$ cat src/rtl/fsk_pkg.sv
// Shared state encoding and default framing/tone constants for the FSK transmit path.
package fsk_pkg;

  typedef enum logic [1:0] {
    IDLE = 2'd0,
    SYNC = 2'd1,
    DATA = 2'd2
  } fsk_state_e;

  localparam int         DEF_DATA_W     = 12;
  localparam int         DEF_SYNC_W     = 4;
  localparam logic [3:0] DEF_SYNC_PAT   = 4'b0111;
  localparam int         DEF_BIT_CYCLES = 16;
  localparam int         DEF_HALF_MARK  = 2;
  localparam int         DEF_HALF_SPACE = 4;

  function automatic int max2(input int a, input int b);
    return (a > b) ? a : b;
  endfunction

endpackage

$ cat src/rtl/fsk_tone_gen.sv
// Square-wave tone generator: restarts low on every bit start, half-period chosen by the bit value.
module fsk_tone_gen
  import fsk_pkg::*;
#(
  parameter int HALF_MARK  = DEF_HALF_MARK,
  parameter int HALF_SPACE = DEF_HALF_SPACE
) (
  input  logic clk,
  input  logic reset,
  input  logic bit_start,
  input  logic bit_val,
  output logic fsk_out
);

  localparam int            TW       = $clog2(max2(HALF_MARK, HALF_SPACE)) + 1;
  localparam logic [TW-1:0] MARK_TC  = TW'(HALF_MARK - 1);
  localparam logic [TW-1:0] SPACE_TC = TW'(HALF_SPACE - 1);

  logic [TW-1:0] tone_cnt_reg;
  logic          mark_sel_reg;
  logic [TW-1:0] tone_tc;

  assign tone_tc = mark_sel_reg ? MARK_TC : SPACE_TC;

  // bit_start is a request for the coming cycle, so the restart is already visible on its first cycle.
  always_ff @(posedge clk or negedge reset) begin
    if (!reset) begin
      tone_cnt_reg <= '0;
      mark_sel_reg <= 1'b0;
      fsk_out      <= 1'b0;
    end else if (bit_start) begin
      tone_cnt_reg <= '0;
      mark_sel_reg <= bit_val;
      fsk_out      <= 1'b0;
    end else if (tone_cnt_reg == tone_tc) begin
      tone_cnt_reg <= '0;
      fsk_out      <= ~fsk_out;
    end else begin
      tone_cnt_reg <= tone_cnt_reg + TW'(1);
    end
  end

endmodule

$ cat src/rtl/fsk_tx_framer.sv
// One-word buffered framer: prefixes each codeword with a sync pattern and sends it MSB-first as FSK.
module fsk_tx_framer
  import fsk_pkg::*;
#(
  parameter int                DATA_W     = DEF_DATA_W,
  parameter int                SYNC_W     = DEF_SYNC_W,
  parameter logic [SYNC_W-1:0] SYNC_PAT   = SYNC_W'(DEF_SYNC_PAT),
  parameter int                BIT_CYCLES = DEF_BIT_CYCLES,
  parameter int                HALF_MARK  = DEF_HALF_MARK,
  parameter int                HALF_SPACE = DEF_HALF_SPACE
) (
  input  logic              clk,
  input  logic              reset,
  input  logic [DATA_W-1:0] in_data,
  input  logic              in_valid,
  output logic              in_ready,
  output logic              fsk_out,
  output logic              busy,
  output logic              frame_start,
  output logic              frame_done
);

  localparam int            FW      = SYNC_W + DATA_W;
  localparam int            BW      = $clog2(BIT_CYCLES) + 1;
  localparam int            IW      = $clog2(max2(SYNC_W, DATA_W)) + 1;
  localparam logic [BW-1:0] BIT_TC  = BW'(BIT_CYCLES - 1);
  localparam logic [IW-1:0] SYNC_TC = IW'(SYNC_W - 1);
  localparam logic [IW-1:0] DATA_TC = IW'(DATA_W - 1);

  fsk_state_e        state_reg, state_next;
  logic [DATA_W-1:0] buf_reg;
  logic              buf_full_reg;
  logic [FW-1:0]     shreg_reg, shreg_next;
  logic [BW-1:0]     bit_cnt_reg, bit_cnt_next;
  logic [IW-1:0]     bit_idx_reg, bit_idx_next;
  logic              accept;
  logic              load;
  logic              bit_end;
  logic              bit_start;
  logic              bit_val;

  assign in_ready = ~buf_full_reg;
  assign accept   = in_valid & ~buf_full_reg;
  assign bit_end  = (bit_cnt_reg == BIT_TC);

  always_comb begin
    state_next   = state_reg;
    shreg_next   = shreg_reg;
    bit_cnt_next = bit_cnt_reg;
    bit_idx_next = bit_idx_reg;
    load         = 1'b0;
    case (state_reg)
      IDLE: load = buf_full_reg;
      SYNC: begin
        if (bit_end) begin
          shreg_next   = shreg_reg << 1;
          bit_cnt_next = '0;
          if (bit_idx_reg == SYNC_TC) begin
            state_next   = DATA;
            bit_idx_next = '0;
          end else begin
            bit_idx_next = bit_idx_reg + IW'(1);
          end
        end else begin
          bit_cnt_next = bit_cnt_reg + BW'(1);
        end
      end
      DATA: begin
        if (bit_end) begin
          shreg_next   = shreg_reg << 1;
          bit_cnt_next = '0;
          if (bit_idx_reg == DATA_TC) begin
            // A word waiting at frame end goes straight out with no idle gap.
            load         = buf_full_reg;
            state_next   = IDLE;
            bit_idx_next = '0;
          end else begin
            bit_idx_next = bit_idx_reg + IW'(1);
          end
        end else begin
          bit_cnt_next = bit_cnt_reg + BW'(1);
        end
      end
      default: state_next = IDLE;
    endcase
    if (load) begin
      state_next   = SYNC;
      shreg_next   = {SYNC_PAT, buf_reg};
      bit_cnt_next = '0;
      bit_idx_next = '0;
    end
  end

  // Idle requests a restart every cycle, which pins the tone output low.
  assign bit_start = (bit_cnt_next == '0);
  assign bit_val   = (state_next != IDLE) & shreg_next[FW-1];

  always_ff @(posedge clk or negedge reset) begin
    if (!reset) begin
      state_reg    <= IDLE;
      buf_reg      <= '0;
      buf_full_reg <= 1'b0;
      shreg_reg    <= '0;
      bit_cnt_reg  <= '0;
      bit_idx_reg  <= '0;
      busy         <= 1'b0;
      frame_start  <= 1'b0;
      frame_done   <= 1'b0;
    end else begin
      state_reg   <= state_next;
      shreg_reg   <= shreg_next;
      bit_cnt_reg <= bit_cnt_next;
      bit_idx_reg <= bit_idx_next;
      if (accept) begin
        buf_reg      <= in_data;
        buf_full_reg <= 1'b1;
      end else if (load) begin
        buf_full_reg <= 1'b0;
      end
      busy        <= (state_next != IDLE);
      frame_start <= load;
      frame_done  <= (state_next == DATA) && (bit_idx_next == DATA_TC) && (bit_cnt_next == BIT_TC);
    end
  end

  fsk_tone_gen #(
    .HALF_MARK (HALF_MARK),
    .HALF_SPACE(HALF_SPACE)
  ) u_tone (
    .clk      (clk),
    .reset    (reset),
    .bit_start(bit_start),
    .bit_val  (bit_val),
    .fsk_out  (fsk_out)
  );

endmodule

$ cat config.mk
export PLATFORM = sky130hd
export DESIGN_NAME = fsk_tx_framer
export DESIGN_NICKNAME = d
export VERILOG_FILES = /design/src/rtl/fsk_pkg.sv /design/src/rtl/fsk_tone_gen.sv /design/src/rtl/fsk_tx_framer.sv
export SDC_FILE = /design/constraint.sdc
export NUM_CORES = 1
export LEC_CHECK = 0
export CORE_UTILIZATION = 55
export CTS_CLUSTER_DIAMETER = 40
export DETAILED_ROUTE_END_ITERATION = 12
export PLACE_DENSITY = 0.85
export SLEW_MARGIN = 0
export SYNTH_ARGS = -nofsm -noshare
export SYNTH_HDL_FRONTEND = slang
export SYNTH_SLANG_ARGS = --single-unit
export TNS_END_PERCENT = 50
$ cat constraint.sdc
create_clock -name clk -period 2.7 [get_ports clk]
set_clock_uncertainty 0.1 [all_clocks]
set_input_delay 0.27 -clock clk [delete_from_list [all_inputs] [get_ports clk]]
set_output_delay 0.27 -clock clk [all_outputs]
set_load 0.05 [all_outputs]
# --- Word-level counts from Yosys, hierarchy flattened ---
# Cells that the tools add are included.
# W data, S select, Z words.
op_classes:
  addsub: 3
  eq_ne: 9
  mux: 28
  bitwise_logic: 4
  reduce_logical: 11
ops:
  columns: ["op", "count"]
  rows:
  - ["$mux W16", 3]
  - ["$mux W5", 8]
  - ["$eq A5 B4 Y1 const B", 4]
  - ["$mux W2", 6]
  - ["$add A5 B1 Y5 const B", 2]
  - ["$pmux W5 S2", 1]
  - ["$reduce_bool A2 Y1", 5]
  - ["$mux W1", 6]
  - ["$mux W3", 2]
  - ["$pmux W2 S3", 1]
  - ["$eq A5 B2 Y1 const B", 1]
  - ["$logic_not A5 Y1", 1]
  - ["$eq A2 B2 Y1 const B", 2]
  - ["$add A3 B1 Y3 const B", 1]
  - ["$eq A3 B3 Y1", 1]
  - ["$and A1 B1 Y1", 2]
  - ["$eq A2 B1 Y1 const B", 1]
  - ["$logic_and A1 B1 Y1", 2]
  - ["$logic_not A2 Y1", 1]
  - ["$not A1 Y1", 2]
  - ["$pmux W1 S2", 1]
  - ["$reduce_and A2 Y1", 1]
  - ["$reduce_or A2 Y1", 1]
word_totals:
  regBits: 49
  out_inout_bits: 5
  word_cells: 68

# --- Longest topological paths before layout ---
# Gate-level depths: netlist of the first run.
depth:
  word_depth: 8
  mapped_depth: 9
  depth_no_buf: 8

# --- By module ---
# Synthesis of the first run repeated with hierarchy kept, for this count alone.
unflattened:
  hier_cells: 222
  area_unflattened_um2: 2492.4
modules_own_cells:
  columns: ["mod", "instances", "cells_each", "area_per_inst_um2", "seq_area_each_um2"]
  rows:
  - ["fsk_tx_framer", 1, 203, 2262.2, 1101.1]
  - ["fsk_tone_gen", 1, 19, 230.2, 125.1]

# --- Least setup slack after synthesis of the first run ---
# OpenSTA, ideal clock, no wires.
synth_timing:
  kind: "register to register"
  from: "reg state_reg[1]"
  to: "reg frame_done"
  setup_time_ns: 0.086
  t_arrival_ns: 2.135
  required_time_ns: 2.514
  setup_slack_ns: 0.379
  stages_incl_launch_ff: 8
  n_path_buf: 0
  synth_period_minus_slack_ns: 2.321
  cell_sequence: "dfrtp_1 -> inv_1 -> ha_1 -> and2b_1 -> a2111o_1 -> a32o_1 -> or4_1 -> nor3_1"
synth_between:
  elab_chain_len: 7
  elab_cells_between_ends: 20
synth_rtl:
  columns: ["item", "line_no", "source"]
  rows:
  - ["start, declared", "fsk_tx_framer.sv:30", "fsk_state_e state_reg, state_next;"]
  - ["start signal, assigned", "fsk_tx_framer.sv:110", "state_reg <= state_next;"]
  - ["$mux W2, on equally long branches", "fsk_tx_framer.sv:72, fsk_tx_framer.sv:58", null]
  - ["$mux W2, on equally long branches", "fsk_tx_framer.sv:69, fsk_tx_framer.sv:55", null]
  - ["$pmux W2 S3", "fsk_tx_framer.sv:52", "case (state_reg)"]
  - ["$mux W2", "fsk_tx_framer.sv:86", "if (load) begin"]
  - ["$eq A2 B2 Y1", "fsk_tx_framer.sv:122", "frame_done <= (state_next == DATA) && (bit_idx_next == DATA_TC) && (bit_cnt_next == BIT_TC);"]
  - ["$logic_and A1 B1 Y1", "fsk_tx_framer.sv:122", null]
  - ["$logic_and A1 B1 Y1 *", "fsk_tx_framer.sv:122", null]
  - ["end signal, assigned", "fsk_tx_framer.sv:122", null]
  - ["end, declared", "fsk_tx_framer.sv:20", "output logic frame_done"]
# Every way passes the cells marked *; elsewhere a longest branch is shown, timed or not.
# A chain may end at the register's enable or synchronous reset.

# --- Worst setup path after layout of the first run ---
# Same ends and word-level chain as after synthesis.

==> reports/results.ini, run 1 <==
[setup_path]
worst-setup-path-type = flop to flop
start_kind = flop
crit_chain = inv_1 > ha_1 > and2b_1 > a2111o_1 > a32o_1 > or4_1 > nor3_1
cp.arrival_ns = 2.64
end_kind = flop
cpMaxStageDelayCell = or4_1
required_ns = 2.82
worstPathMaxFanout = 7
max_stage_delay_ns = 0.46

[final_layout]
syn2layout_area_growth_pct = 16.1
drive_above_1_share_pct = 11.6
layout.nets = 289
utilization_pct = 68.0
largest_reg_flops = 16
layoutNonFillerInstCount = 317
n_antenna_cell = 0
fin_area_um2 = 2800

[drt]
drc = 0
wl_per_cell_um = 15.0
drt_iter0_drc = 170
num_vias = 1848
routed_wl_um = 4760
detail_route.vias_per_cell = 5.83
dr.pass1.iters = 4
antenna_left = 0

[synth]
syn_nets = 269
async_flop_share_pct = 100
yosysSeqAreaShare_pct = 50.9
synth_edf_count = 0
ys_ff_latch = 49
syn_area_per_cell_um2 = 9.80
ys.warnings.count = 0
syn_area_um2 = 2410
ys_types = 44
syn_inst = 246
synth-main-ff-cell = dfrtp_1

[power]
combPwrFrac_pct = 36.2
netSwitchingFraction_pct = 35.8
power_density_nw_per_um2 = 997
ir_worst_vdd_uv = 617
net-switching-power_mw = 1.00
sequentialPowerShare_pct = 42.1
p_int_mw = 1.79
p_leak_nw = 1.25
clkPwrFrac_pct = 21.8

[timing]
worst_slew_pin_slew_ns = 0.628
setup_violations = 0
drv_slew = 0
min_period_ns = 2.52
tns_ns = 0
rsz0062_at_grt = false
relSlewSlack_pct = 58.1
hold_ws_ns = 0.370
hold_viol_final = 0
timing.fmax_mhz = 397
fin_crit_sh_pct = 93.3

[worst_hold_path]
hp-class = flop to flop

[global_routing]
antenna_found_initial = 0
grt_usage_pct = 22.7
grt_pass1_vias = 1746
grt_max_degree = 50
grt.overflow.total = 0
grt_first_pass_wirelength_um = 7750

[placed_design]
place.gp.congestion = 0.907
io_buffers = 19
dpl.cell_count = 308
placed_area_um2 = 2660
dp_hpwl_um = 3230

[die]
fp-row-count = 23
fp.dieH_um = 68.2
io-pin-count = 20
initial_core_util_pct = 58.6
dieWidth_um = 68.2
core-area_um2 = 4120
die_area_um2 = 4650

[clock_network]
numCtsBuffers = 5
cts_tree = built
clkTransAtPathRegs_ns = 0.09
post_cts.resized_instances = 0
clock_sinks = 49
htree_levels = 2
clk_path_buf_depth = 2
clk_latency_ns = 0.30
clockRootBuffer = clkbuf_8

[outcome]
status = complete, no violations

[flow_run]
drv_cap = 0

kinds of logic after synthesis:
| family | synth area share (%) |
|---|---|
| compound gates | 9.92 |
| xor+xnor | 2.91 |
| fa+ha+maj | 4.15 |
| buf+inv | 3.06 |
| flops | 50.9 |
| mux | 6.85 |
| simple gates | 22.2 |
power by group through the flow:
stage	Sequential [mW]	Combinational [mW]	Clock [mW]
after floorplan	1.18	0.700	0
after global placement	1.17	0.957	0
after detailed placement	1.18	1.01	0
after CTS	1.17	1.02	0.611
after global routing	1.21	1.13	0.644
final	1.17	1.01	0.607
layout make-up:
type / count / area, µm²
Clock inverter: 3 / 65.1
Sequential cell: 49 / 1230
Timing Repair Buffer: 26 / 240
Inverter: 6 / 22.5
Fill cell: 322 / 1320
Multi-Input combinational cell: 178 / 1110
Tap cell: 50 / 62.6
Clock buffer: 5 / 68.8
cells in the mapped netlist, types with 2 or more instances:
library cell	count	area share [%]
dfrtp_1	49	51
nand2_1	37	5.8
nor2_1	32	5.0
a31oi_1	13	3.4
mux2_2	12	5.6
clkbuf_1	11	1.7
nand3_1	10	2.1
ha_1	8	4.2
inv_1	6	0.93
nor3_1	6	1.2
a21oi_1	5	1.0
nand2b_1	4	1.0
nor3b_1	4	1.2
xnor2_1	4	1.5
xor2_1	4	1.5
mux2i_1	3	1.2
nor2b_1	3	0.78
o21ai_0	3	0.62
a211oi_1	2	0.62
a32o_1	2	0.83
buf_2	2	0.42
nand4_1	2	0.52
o22ai_1	2	0.52
o32ai_1	2	0.73
placed cells by master (no fill, tap or decap), drive strengths merged, types with 6 or more instances in the layout:
| cell type | netlist | layout |
|---|---|---|
| a31oi | 13 | 13 |
| nor2 | 32 | 32 |
| clkdlybuf4s50 | 0 | 18 |
| buf | 2 | 7 |
| dfrtp | 49 | 49 |
| inv | 6 | 6 |
| nand2 | 37 | 37 |
| nand3 | 10 | 10 |
| ha | 8 | 8 |
| mux2 | 12 | 12 |
| nor3 | 6 | 6 |
critical path: cells and delay by family, from the launching register on:
kind / cells / cell delay [ns]
compound gates: 2 / 0.65
simple gates: 3 / 0.88
fa+ha+maj: 1 / 0.28
buf+inv: 1 / 0.12
flops: 1 / 0.41
routing by layer:
metal	GRT usage (%)	wire [µm]	vias up
met1	28.6	2100	911
met3	5.00	165	7
met4	7.55	58	0
met2	38.4	2430	38
met5	0	0	-
li1	-	-	892
stage by stage:
step	power [mW]	setup WS [ns]
2_1_floorplan	1.88	0.379
6_report	2.79	0.180
3_3_place_gp	2.13	0.314
5_1_grt	2.98	0.0258
3_5_place_dp	2.19	0.227
4_1_cts	2.80	0.206
final timing paths:
| check | slack, ns | from | cells past startpoint | to |
|---|---|---|---|---|
| worst max-delay path | 0.18 | state_reg[1]$_DFF_PN0_ | 7 | frame_done$_DFF_PN0_ |
| worst min-delay path | 0.37 | u_tone.tone_cnt_reg[0]$_DFF_PN0_ | 1 | u_tone.tone_cnt_reg[0]$_DFF_PN0_ |
| worst max register to register | 0.18 | state_reg[1]$_DFF_PN0_ | 7 | frame_done$_DFF_PN0_ |
| worst min register to register | 0.37 | u_tone.tone_cnt_reg[0]$_DFF_PN0_ | 1 | u_tone.tone_cnt_reg[0]$_DFF_PN0_ |
| max in group asynchronous | 1.59 | reset | 3 | buf_reg[10]$_DFFE_PN0P_ |
| min in group asynchronous | 0.49 | reset | 3 | frame_done$_DFF_PN0_ |
timing repair:
action / 4_1_cts / 5_1_grt
hold buffers: 1 / 0
buffers inserted: 0 / 0
endpoints found under the hold margin: 49 / 0
No activity file was read; power rests on OpenSTA's default activity.
==> run 2: changes to the inputs <==
--- a/config.mk
+++ b/config.mk
@@ -6,7 +6,6 @@
 export NUM_CORES = 1
 export LEC_CHECK = 0
 export CORE_UTILIZATION = 55
-export CTS_CLUSTER_DIAMETER = 40
 export DETAILED_ROUTE_END_ITERATION = 12
 export PLACE_DENSITY = 0.85
 export SLEW_MARGIN = 0
==> results of run 2 <==
Same layout as run 1: the final DEF is identical, and so are final timing and power.
==> run 3: changes to the inputs <==
--- a/config.mk
+++ b/config.mk
@@ -5,6 +5,7 @@
 export SDC_FILE = /design/constraint.sdc
 export NUM_CORES = 1
 export LEC_CHECK = 0
+export CAP_MARGIN = 25
 export CORE_UTILIZATION = 55
 export DETAILED_ROUTE_END_ITERATION = 12
 export PLACE_DENSITY = 0.85
==> results of run 3 <==
Same layout as run 1: the final DEF is identical, and so are final timing and power.
